[src/rtl/keypad_scanner.sv]
// keypad_scanner: row-scanning front end for a 4x4 active-low matrix keypad.
// It drives one row low at a time and samples the columns through a 2-flop
// synchronizer. A press must be debounced before it is encoded as a key code
// and announced with a one-cycle rd_enable strobe. After that, the scanner
// waits for a debounced release before it scans again.
module keypad_scanner #(
    parameter int SETTLE_CYCLES   = 4,   // clocks a row is driven before sampling (>= 3)
    parameter int DEBOUNCE_CYCLES = 8    // stable clocks to accept press / release (>= 2)
) (
    input  logic       clock,
    input  logic       reset_n,
    input  logic [3:0] cols,
    output logic [3:0] rows,
    output logic [3:0] code,
    output logic       rd_enable,
    output logic       key_down
);

    localparam int MAX_CYCLES = (SETTLE_CYCLES > DEBOUNCE_CYCLES) ? SETTLE_CYCLES
                                                                  : DEBOUNCE_CYCLES;
    localparam int CNT_W      = $clog2(MAX_CYCLES);

    localparam logic [CNT_W-1:0] SETTLE_LAST   = CNT_W'(SETTLE_CYCLES - 1);
    localparam logic [CNT_W-1:0] DEBOUNCE_LAST = CNT_W'(DEBOUNCE_CYCLES - 1);

    typedef enum logic [1:0] {
        ST_SCAN,
        ST_DEBOUNCE,
        ST_VALID,
        ST_WAIT_RELEASE
    } state_t;

    // Registered state.
    state_t           r_state;
    logic [1:0]       r_row;
    logic [CNT_W-1:0] r_cnt;
    logic [1:0]       r_col;
    logic [3:0]       r_sync1;
    logic [3:0]       r_sync2;
    logic [3:0]       r_rows;
    logic [3:0]       r_code;
    logic             r_rd_enable;
    logic             r_key_down;

    // Next-state values.
    state_t           w_state_nxt;
    logic [1:0]       w_row_nxt;
    logic [CNT_W-1:0] w_cnt_nxt;
    logic [1:0]       w_col_nxt;
    logic [3:0]       w_code_nxt;
    logic             w_rd_enable_nxt;
    logic             w_key_down_nxt;

    // Column encode. The value is taken from the synchronized columns only.
    logic             w_hit;
    logic [1:0]       w_col_idx;

    // Two-flop synchronizer. The column inputs are asynchronous to clock.
    always_ff @(posedge clock) begin
        // NOTE: sequential state uses non-blocking assignments, so every flop
        // samples the values from before the edge.
        if (!reset_n) begin
            r_sync1 <= 4'b1111;
            r_sync2 <= 4'b1111;
        end else begin
            r_sync1 <= cols;
            r_sync2 <= r_sync1;
        end
    end

    // A key is hit when any synchronized column is low.
    // The lowest-numbered low column wins.
    always_comb begin
        w_hit     = |(~r_sync2);
        w_col_idx = 2'd0;
        if      (!r_sync2[0]) w_col_idx = 2'd0;
        else if (!r_sync2[1]) w_col_idx = 2'd1;
        else if (!r_sync2[2]) w_col_idx = 2'd2;
        else if (!r_sync2[3]) w_col_idx = 2'd3;
    end

    // Next-state and next-output logic for the scan / debounce / release FSM.
    always_comb begin
        // NOTE: every signal gets a default before the case statement, so no
        // path can leave a value unassigned and infer a latch.
        w_state_nxt     = r_state;
        w_row_nxt       = r_row;
        w_cnt_nxt       = r_cnt;
        w_col_nxt       = r_col;
        w_code_nxt      = r_code;
        w_rd_enable_nxt = 1'b0;
        w_key_down_nxt  = r_key_down;

        case (r_state)
            ST_SCAN: begin
                if (r_cnt == SETTLE_LAST) begin
                    w_cnt_nxt = '0;
                    if (w_hit) begin
                        // Keep the same row driven while the press is debounced.
                        w_col_nxt   = w_col_idx;
                        w_state_nxt = ST_DEBOUNCE;
                    end else begin
                        w_row_nxt = r_row + 2'd1;
                    end
                end else begin
                    w_cnt_nxt = r_cnt + CNT_W'(1);
                end
            end

            ST_DEBOUNCE: begin
                if (w_hit && (w_col_idx == r_col)) begin
                    if (r_cnt == DEBOUNCE_LAST) begin
                        w_code_nxt      = {r_row, r_col};
                        w_rd_enable_nxt = 1'b1;
                        w_key_down_nxt  = 1'b1;
                        w_cnt_nxt       = '0;
                        w_state_nxt     = ST_VALID;
                    end else begin
                        w_cnt_nxt = r_cnt + CNT_W'(1);
                    end
                end else begin
                    // Bounce, release or a column change: drop the press and move on.
                    w_row_nxt   = r_row + 2'd1;
                    w_cnt_nxt   = '0;
                    w_state_nxt = ST_SCAN;
                end
            end

            ST_VALID: begin
                // rd_enable was set on entry and falls back to 0 here.
                w_cnt_nxt   = '0;
                w_state_nxt = ST_WAIT_RELEASE;
            end

            ST_WAIT_RELEASE: begin
                if (w_hit) begin
                    w_cnt_nxt = '0;
                end else if (r_cnt == DEBOUNCE_LAST) begin
                    w_key_down_nxt = 1'b0;
                    w_row_nxt      = 2'd0;
                    w_cnt_nxt      = '0;
                    w_state_nxt    = ST_SCAN;
                end else begin
                    w_cnt_nxt = r_cnt + CNT_W'(1);
                end
            end

            default: begin
                w_row_nxt   = 2'd0;
                w_cnt_nxt   = '0;
                w_state_nxt = ST_SCAN;
            end
        endcase
    end

    // State and output registers. Reset takes priority over everything.
    always_ff @(posedge clock) begin
        if (!reset_n) begin
            r_state     <= ST_SCAN;
            r_row       <= 2'd0;
            r_cnt       <= '0;
            r_col       <= 2'd0;
            r_rows      <= 4'b1110;
            r_code      <= 4'h0;
            r_rd_enable <= 1'b0;
            r_key_down  <= 1'b0;
        end else begin
            r_state     <= w_state_nxt;
            r_row       <= w_row_nxt;
            r_cnt       <= w_cnt_nxt;
            r_col       <= w_col_nxt;
            r_rows      <= ~(4'b0001 << w_row_nxt);
            r_code      <= w_code_nxt;
            r_rd_enable <= w_rd_enable_nxt;
            r_key_down  <= w_key_down_nxt;
        end
    end

    assign rows      = r_rows;
    assign code      = r_code;
    assign rd_enable = r_rd_enable;
    assign key_down  = r_key_down;

endmodule

[config.mk]
export PLATFORM = sky130hd
export DESIGN_NAME = keypad_scanner
export DESIGN_NICKNAME = d
export VERILOG_FILES = /design/src/rtl/keypad_scanner.sv
export SDC_FILE = /design/constraint.sdc
export NUM_CORES = 1
export LEC_CHECK = 0
export BUFFER_PORTS_ARGS = -buffer_cell sky130_fd_sc_hd__buf_4
export CORE_ASPECT_RATIO = 0.9
export CORE_MARGIN = 1.5
export CORE_UTILIZATION = 58
export CTS_BUF_LIST = sky130_fd_sc_hd__clkbuf_4
export DETAILED_ROUTE_END_ITERATION = 16
export PLACE_DENSITY = 0.8
export SKIP_CTS_REPAIR_TIMING = 1
export SLEW_MARGIN = 20
export SYNTH_ARGS = -nofsm -noshare
export SYNTH_HDL_FRONTEND = slang
export SYNTH_SLANG_ARGS = --single-unit
[constraint.sdc]
create_clock -name clock -period 2.1 [get_ports clock]
set_input_delay 0.525 -clock clock [delete_from_list [all_inputs] [get_ports clock]]
set_output_delay 0.525 -clock clock [all_outputs]
set_load 0.01 [all_outputs]
==> impl_metrics.py, run 1 <==
metrics = {
    "cts": {
        "htreeDepth": 1,
        "path_clk_slew_ns": 0.14,
        "cts_tree": "done",
        "cts-buffers-inserted": 3,
        "cts.sinks": 27,
        "ctsLongestPathBuffers": 2,
        "clk-insertion-delay-late_ns": 0.32,
        "root_buffer": "clkbuf_4",
    },
    "yosys": {
        "synth.cell_area_mm2": 0.00122,
        "syn_avg_cell_area_um2": 9.01,
        "synthXorXnorAreaFrac_pct": 0,
        "synth_top_family_by_area": "simple AND/OR/NAND/NOR gates",
        "synth-seq-cells": 27,
        "synthCells": 136,
        "yosys-mux-area-fraction_pct": 0,
        "ys_warn_count": 0,
        "synthSimpleGateAreaFrac_pct": 23.5,
        "synthAdderAreaFrac_pct": 4.09,
        "synth_compound_gate_area_share_pct": 23.3,
        "synth_fp_nets": 146,
        "synth.yosys.seq_area_share_pct": 44.1,
        "synth_cell_types": 39,
    },
    "timing": {
        "grt_setup_unrepaired": "no",
        "min_period_over_period_pct": 85.4,
        "setup_viol": 0,
        "fmax_ghz": 0.557,
        "slew_violations": 0,
        "finalHoldViolCount": 0,
        "fin_setup_tns_ns": 0,
        "slew_headroom_pct": 62.3,
        "clock_skew_ns": 0.00770,
        "tightest_slew_ns": 0.565,
        "final.min_clock_period_ns": 1.79,
    },
    "floorplanning": {
        "die_h_um": 46.6,
        "io_pins": 16,
        "num_rows": 15,
        "die_x_um": 51.4,
        "die-area_mm2": 0.00240,
        "start_util_pct": 62.8,
        "coreArea_mm2": 0.00195,
    },
    "run": {
        "cap_violations": 0,
    },
    "outcome": {
        "status": "completed",
    },
    "critical_path": {
        "ff2ff_path_depth": 5,
        "required_ns": 2.35,
        "r2r-end": "code[3]",
        "crit_slowest_cell": "a211oi_2",
        "r2r-start": "r_sync2[1]",
        "critPathLaunchType": "register",
        "critPathMaxFanout": 10,
        "cpPeakStageDelay_ns": 0.53,
        "cp-endpoint": "code[3]",
        "worstPathCellList": "and4b_1, o211ai_1, a211oi_2, nand3_1, o21ai_0",
        "crit_type": "register to register",
        "end_kind": "register",
        "critPathArrivalTime_ns": 2.04,
        "reg2reg_slack_ns": 0.31,
        "startpoint": "r_sync2[1]",
    },
    "grt": {
        "grt.total_usage_pct": 20.3,
        "grt_pass1_vias": 898,
        "antenna_found_initial": 0,
        "grt_max_degree": 32,
        "overflow": 0,
        "grt_pass1_wl_um": 3590,
    },
    "detailed_routing": {
        "drc_errors": 0,
        "wirelength_um": 2090,
        "vias": 979,
        "wl_per_cell_um": 12.1,
        "drtIter0Drc": 16,
        "drtAntennaViolNets": 0,
        "first_pass_iters": 4,
        "via_per_inst": 5.66,
    },
    "placement": {
        "placed_cells": 169,
        "post_dp_cell_area_mm2": 0.00132,
        "dp_hpwl_um": 1530,
        "place_congestion": 0.851,
        "port_buffers": 15,
    },
    "layout": {
        "final_area_mm2": 0.00135,
        "final_cells": 173,
        "syn2layout_area_growth_pct": 10.1,
        "finish.utilization_pct": 69.1,
        "drive_gt1_share_pct": 16.2,
        "nFillCells": 160,
        "n_antenna_cell": 0,
        "final_nets": 159,
    },
    "power": {
        "powerDensity_mw_per_mm2": 627,
        "finalPower_mw": 0.845,
        "total_leakage_power_nw": 0.555,
        "ir_drop_uv": 594,
    },
    "min_path": {
        "hold_path.class": "input port to register",
    },
}
## registers in the layout (all words and copies together), names as in the netlist, 2 cells and up, named ones only
signal,cells
r_sync1,4
r_col,2
rows,4
code,4
r_row,2
r_sync2,4
r_cnt,3
## critical path: cells and delay by family (launching register included)
family	cells	cell delay (ns)
compound gates	3	0.78
flops	1	0.51
simple gates	2	0.43
## cells by family after synthesis
family | Yosys count
simple gates | 52
flops | 27
buf+inv | 10
fa+ha+maj | 4
compound gates | 43
## cell usage in the layout, fill, tap and decap left out, drive strengths merged, types with 2 or more instances in the layout
cell type | synthesis | layout
o211ai | 2 | 2
o21bai | 2 | 2
nand2 | 16 | 16
and3 | 2 | 2
nor2b | 4 | 4
clkbuf | 4 | 3
nor3b | 3 | 3
ha | 4 | 4
nor2 | 6 | 6
inv | 3 | 3
nand2b | 8 | 8
o21a | 4 | 4
o21ai | 13 | 13
buf | 2 | 15
a21oi | 10 | 10
nand3 | 5 | 5
dfxtp | 27 | 27
and2 | 2 | 2
a31oi | 2 | 2
## report_power, final
part / total, mW / leakage, nW / switching, mW / internal, mW
Sequential: 0.549 / 0.220 / 0.0159 / 0.533
Combinational: 0.0815 / 0.321 / 0.0418 / 0.0397
Clock: 0.215 / 0.0139 / 0.143 / 0.0727
Total: 0.845 / 0.555 / 0.200 / 0.645
## cell type report
type	instances	area (um2)	share of cell area, %
clock buffer	3	22.5	1.67
inverter	3	11.3	0.835
sequential	27	541	40.1
clock inverter	1	7.51	0.557
tap	25	31.3	2.32
timing repair buffer	15	113	8.35
multi-input combinational	99	623	46.2
## cells in the mapped netlist
master | count | area [um2]
a211o_1 | 1 | 8.76
a211oi_2 | 1 | 12.5
a21bo_2 | 1 | 10.0
a21boi_0 | 1 | 7.51
a21o_1 | 1 | 7.51
a21oi_1 | 9 | 45.0
a21oi_2 | 1 | 8.76
a31oi_1 | 2 | 12.5
and2_1 | 2 | 12.5
and3_1 | 1 | 6.26
and3_4 | 1 | 11.3
and4_2 | 1 | 10.0
and4b_1 | 1 | 10.0
and4bb_1 | 1 | 12.5
buf_6 | 2 | 22.5
clkbuf_1 | 4 | 15.0
dfxtp_1 | 27 | 541
dlymetal6s2s_1 | 1 | 12.5
ha_1 | 4 | 50.1
inv_1 | 3 | 11.3
nand2_1 | 16 | 60.1
nand2b_1 | 8 | 50.1
nand3_1 | 5 | 25.0
nand4_1 | 1 | 6.26
nor2_1 | 6 | 22.5
nor2b_1 | 4 | 25.0
nor3_1 | 1 | 5.00
nor3b_1 | 3 | 22.5
o2111a_1 | 1 | 11.3
o211a_1 | 1 | 10.0
o211ai_1 | 2 | 15.0
o21a_1 | 4 | 30.0
o21ai_0 | 12 | 60.1
o21ai_1 | 1 | 5.00
o21bai_1 | 2 | 15.0
o221ai_1 | 1 | 8.76
o311ai_0 | 1 | 8.76
o41ai_1 | 1 | 8.76
or3b_1 | 1 | 8.76
## routing by layer
layer / GRT usage [%] / share of wire, % / up-vias / wire length [um]
met5: 0 / 0 / - / 0
li1: - / - / 509 / -
met2: 37.4 / 48 / 14 / 1000
met3: 7.14 / 3.4 / 2 / 70
met1: 22.7 / 48 / 454 / 999
met4: 4.74 / 0.53 / 0 / 11
## through the flow
| stage | hold WS [ns] | setup WS (ns) |
|---|---|---|
| after floorplan | 0.386 | 0.526 |
| after global placement | 0.388 | 0.464 |
| after detailed placement | 0.398 | 0.340 |
| after CTS | 0.360 | 0.306 |
| after global routing | 0.348 | 0.0404 |
| final | 0.373 | 0.306 |
## worst min-delay path by stage
stage | startpoint | to | slack [ns] | depth (start not counted)
floorplan | r_sync1[0] | r_sync2[0] | 0.39 | 1
global placement | r_sync1[1] | r_sync2[1] | 0.39 | 1
finish | cols[0] | r_sync1[0] | 0.37 | 2
detailed placement | r_sync1[0] | r_sync2[0] | 0.40 | 1
global route | cols[2] | r_sync1[2] | 0.35 | 2
CTS | cols[0] | r_sync1[0] | 0.36 | 2
No activity file was read; power rests on OpenSTA's default activity.
==> inputs of run 2 (changes only) <==
REMOVE_ABC_BUFFERS = 1   (was unset)
==> run 2 against run 1 <==
Against the previous run: wire length up 3.5%; power up 3.6%; flip-flop and latch count unchanged; maximum frequency up 0.48%; worst setup slack better by 0.0086 ns; global-route usage down 0.20 points; critical path type unchanged; critical endpoint unchanged; largest power group unchanged; highest routed layer unchanged.
==> impl_metrics.py, run 2 (synthesis gave the netlist of run 1 again) <==
metrics = {
    "outcome": {
        "status": "completed",
    },
    "critical_path": {
        "critPathLaunchType": "register",
        "crit_type": "register to register",
        "end_kind": "register",
        "crit_top_cell": "ha_1",
        "path_delay_family": "compound AO/OA/AOI/OAI gates",
        "r2r-end": "code[3]",
        "cp_num_buf_inv": 0,
        "critPathArrivalTime_ns": 2.06,
        "required_ns": 2.38,
        "r2r-start": "r_cnt[0]",
        "crit_slowest_cell": "a211oi_2",
        "cpPeakStageDelay_ns": 0.52,
        "critPathMaxFanout": 10,
        "worstPathCellList": "ha_1, ha_1, nand2_1, a211oi_2, nand3_1, o21ai_0",
        "ff2ff_path_depth": 6,
        "reg2reg_slack_ns": 0.31,
        "cp_num_cells": 6,
    },
    "timing": {
        "final.min_clock_period_ns": 1.79,
        "min_period_over_period_pct": 85.0,
        "slew_headroom_pct": 60.1,
        "slew_violations": 0,
        "fin_ws_ns": 0.315,
        "fmax_ghz": 0.560,
        "holdWs_ns": 0.349,
        "tightest_slew_ns": 0.597,
        "finalHoldViolCount": 0,
        "clock_skew_ns": 0.00728,
        "setup_viol": 0,
        "grt_setup_unrepaired": "no",
        "fin_setup_tns_ns": 0,
    },
    "layout": {
        "finish.utilization_pct": 69.2,
        "drive_gt1_share_pct": 16.2,
        "n_antenna_cell": 0,
        "syn2layout_area_growth_pct": 10.2,
        "mostFrequentLayoutCells": "dfxtp_1 (27), nand2_1 (16), buf_4 (15)",
        "layout_commonest_cell": "dfxtp_1",
        "final_cells": 173,
        "final_nets": 159,
        "final_area_mm2": 0.00135,
        "nFillCells": 165,
    },
    "placement": {
        "dp_hpwl_um": 1510,
        "place_congestion": 0.813,
        "placed_cells": 169,
        "port_buffers": 15,
        "post_dp_cell_area_mm2": 0.00132,
        "pre_cts_ws_ns": 0.351,
    },
    "detailed_routing": {
        "drtIter0Drc": 18,
        "first_pass_iters": 4,
        "via_per_inst": 5.68,
        "vias": 983,
        "wirelength_um": 2160,
        "drtAntennaViolNets": 0,
        "wl_per_cell_um": 12.5,
        "drc_errors": 0,
    },
    "min_path": {
        "hold_path.class": "input port to register",
        "hold_depth": 2,
        "whs_endpoint": "r_sync1[2]",
        "min-delay-start": "cols[2]",
    },
    "power": {
        "power_frac_comb_pct": 9.5,
        "total_leakage_power_nw": 0.559,
        "ir_drop_uv": 654,
        "intPower_mw": 0.651,
        "finalPower_mw": 0.876,
        "power_frac_seq_pct": 62.6,
        "powerDensity_mw_per_mm2": 649,
        "clock_power_share_pct": 27.9,
        "switching_share_pct": 25.7,
        "switchingPower_mw": 0.225,
    },
    "grt": {
        "overflow": 0,
        "grt.total_usage_pct": 20.1,
        "grt_max_degree": 32,
        "grt_pass1_vias": 793,
        "antenna_found_initial": 0,
        "grt_pass1_wl_um": 3400,
    },
    "cts": {
        "cts-buffers-inserted": 3,
        "ctsLongestPathBuffers": 2,
        "cts_tree": "done",
        "root_buffer": "clkbuf_4",
        "cts.sinks": 27,
        "path_clk_slew_ns": 0.15,
        "clk-insertion-delay-late_ns": 0.35,
        "htreeDepth": 1,
    },
    "floorplanning": {
        "die-area_mm2": 0.00240,
        "start_util_pct": 62.8,
        "io_pins": 16,
        "coreArea_mm2": 0.00195,
        "die_x_um": 51.4,
        "num_rows": 15,
        "die_h_um": 46.6,
    },
    "run": {
        "cap_violations": 0,
    },
}
-- run 2: changes by cell type in the layout (fill, tap and decap cells not counted) --
cell,previous run,this run
inv_6,0,1
clkinvlp_4,1,0
-- run 2: layout make-up --
type | count | area (um2) | area share, %
clock inverter | 1 | 8.76 | 0.649
clock buffer | 3 | 22.5 | 1.67
sequential | 27 | 541 | 40.0
timing repair buffer | 15 | 113 | 8.34
inverter | 3 | 11.3 | 0.834
multi-input combinational | 99 | 623 | 46.2
tap | 25 | 31.3 | 2.32
-- run 2: worst max-delay path by stage --
stage / start / endpoint / slack (ns)
after floorplan: r_cnt[0] / rows[2] / 0.54
after global placement: r_cnt[0] / rows[2] / 0.39
after detailed placement: r_cnt[0] / rows[2] / 0.35
after CTS: r_cnt[0] / rows[2] / 0.33
after global routing: r_cnt[0] / code[1] / 0.20
final: r_cnt[0] / code[3] / 0.31
-- run 2: metal layers --
layer,wire length [um],global-route usage [%]
met1,966,24.0
met2,1000,31.5
met3,127,6.82
met4,63,12.6
met5,0,0
-- run 2: power by group through the flow --
stage	Combinational [mW]	Sequential, mW	Clock [mW]
floorplan	0.0499	0.558	0
global placement	0.0809	0.558	0
detailed placement	0.0837	0.560	0
CTS	0.0839	0.549	0.252
global route	0.0947	0.551	0.276
finish	0.0835	0.548	0.244
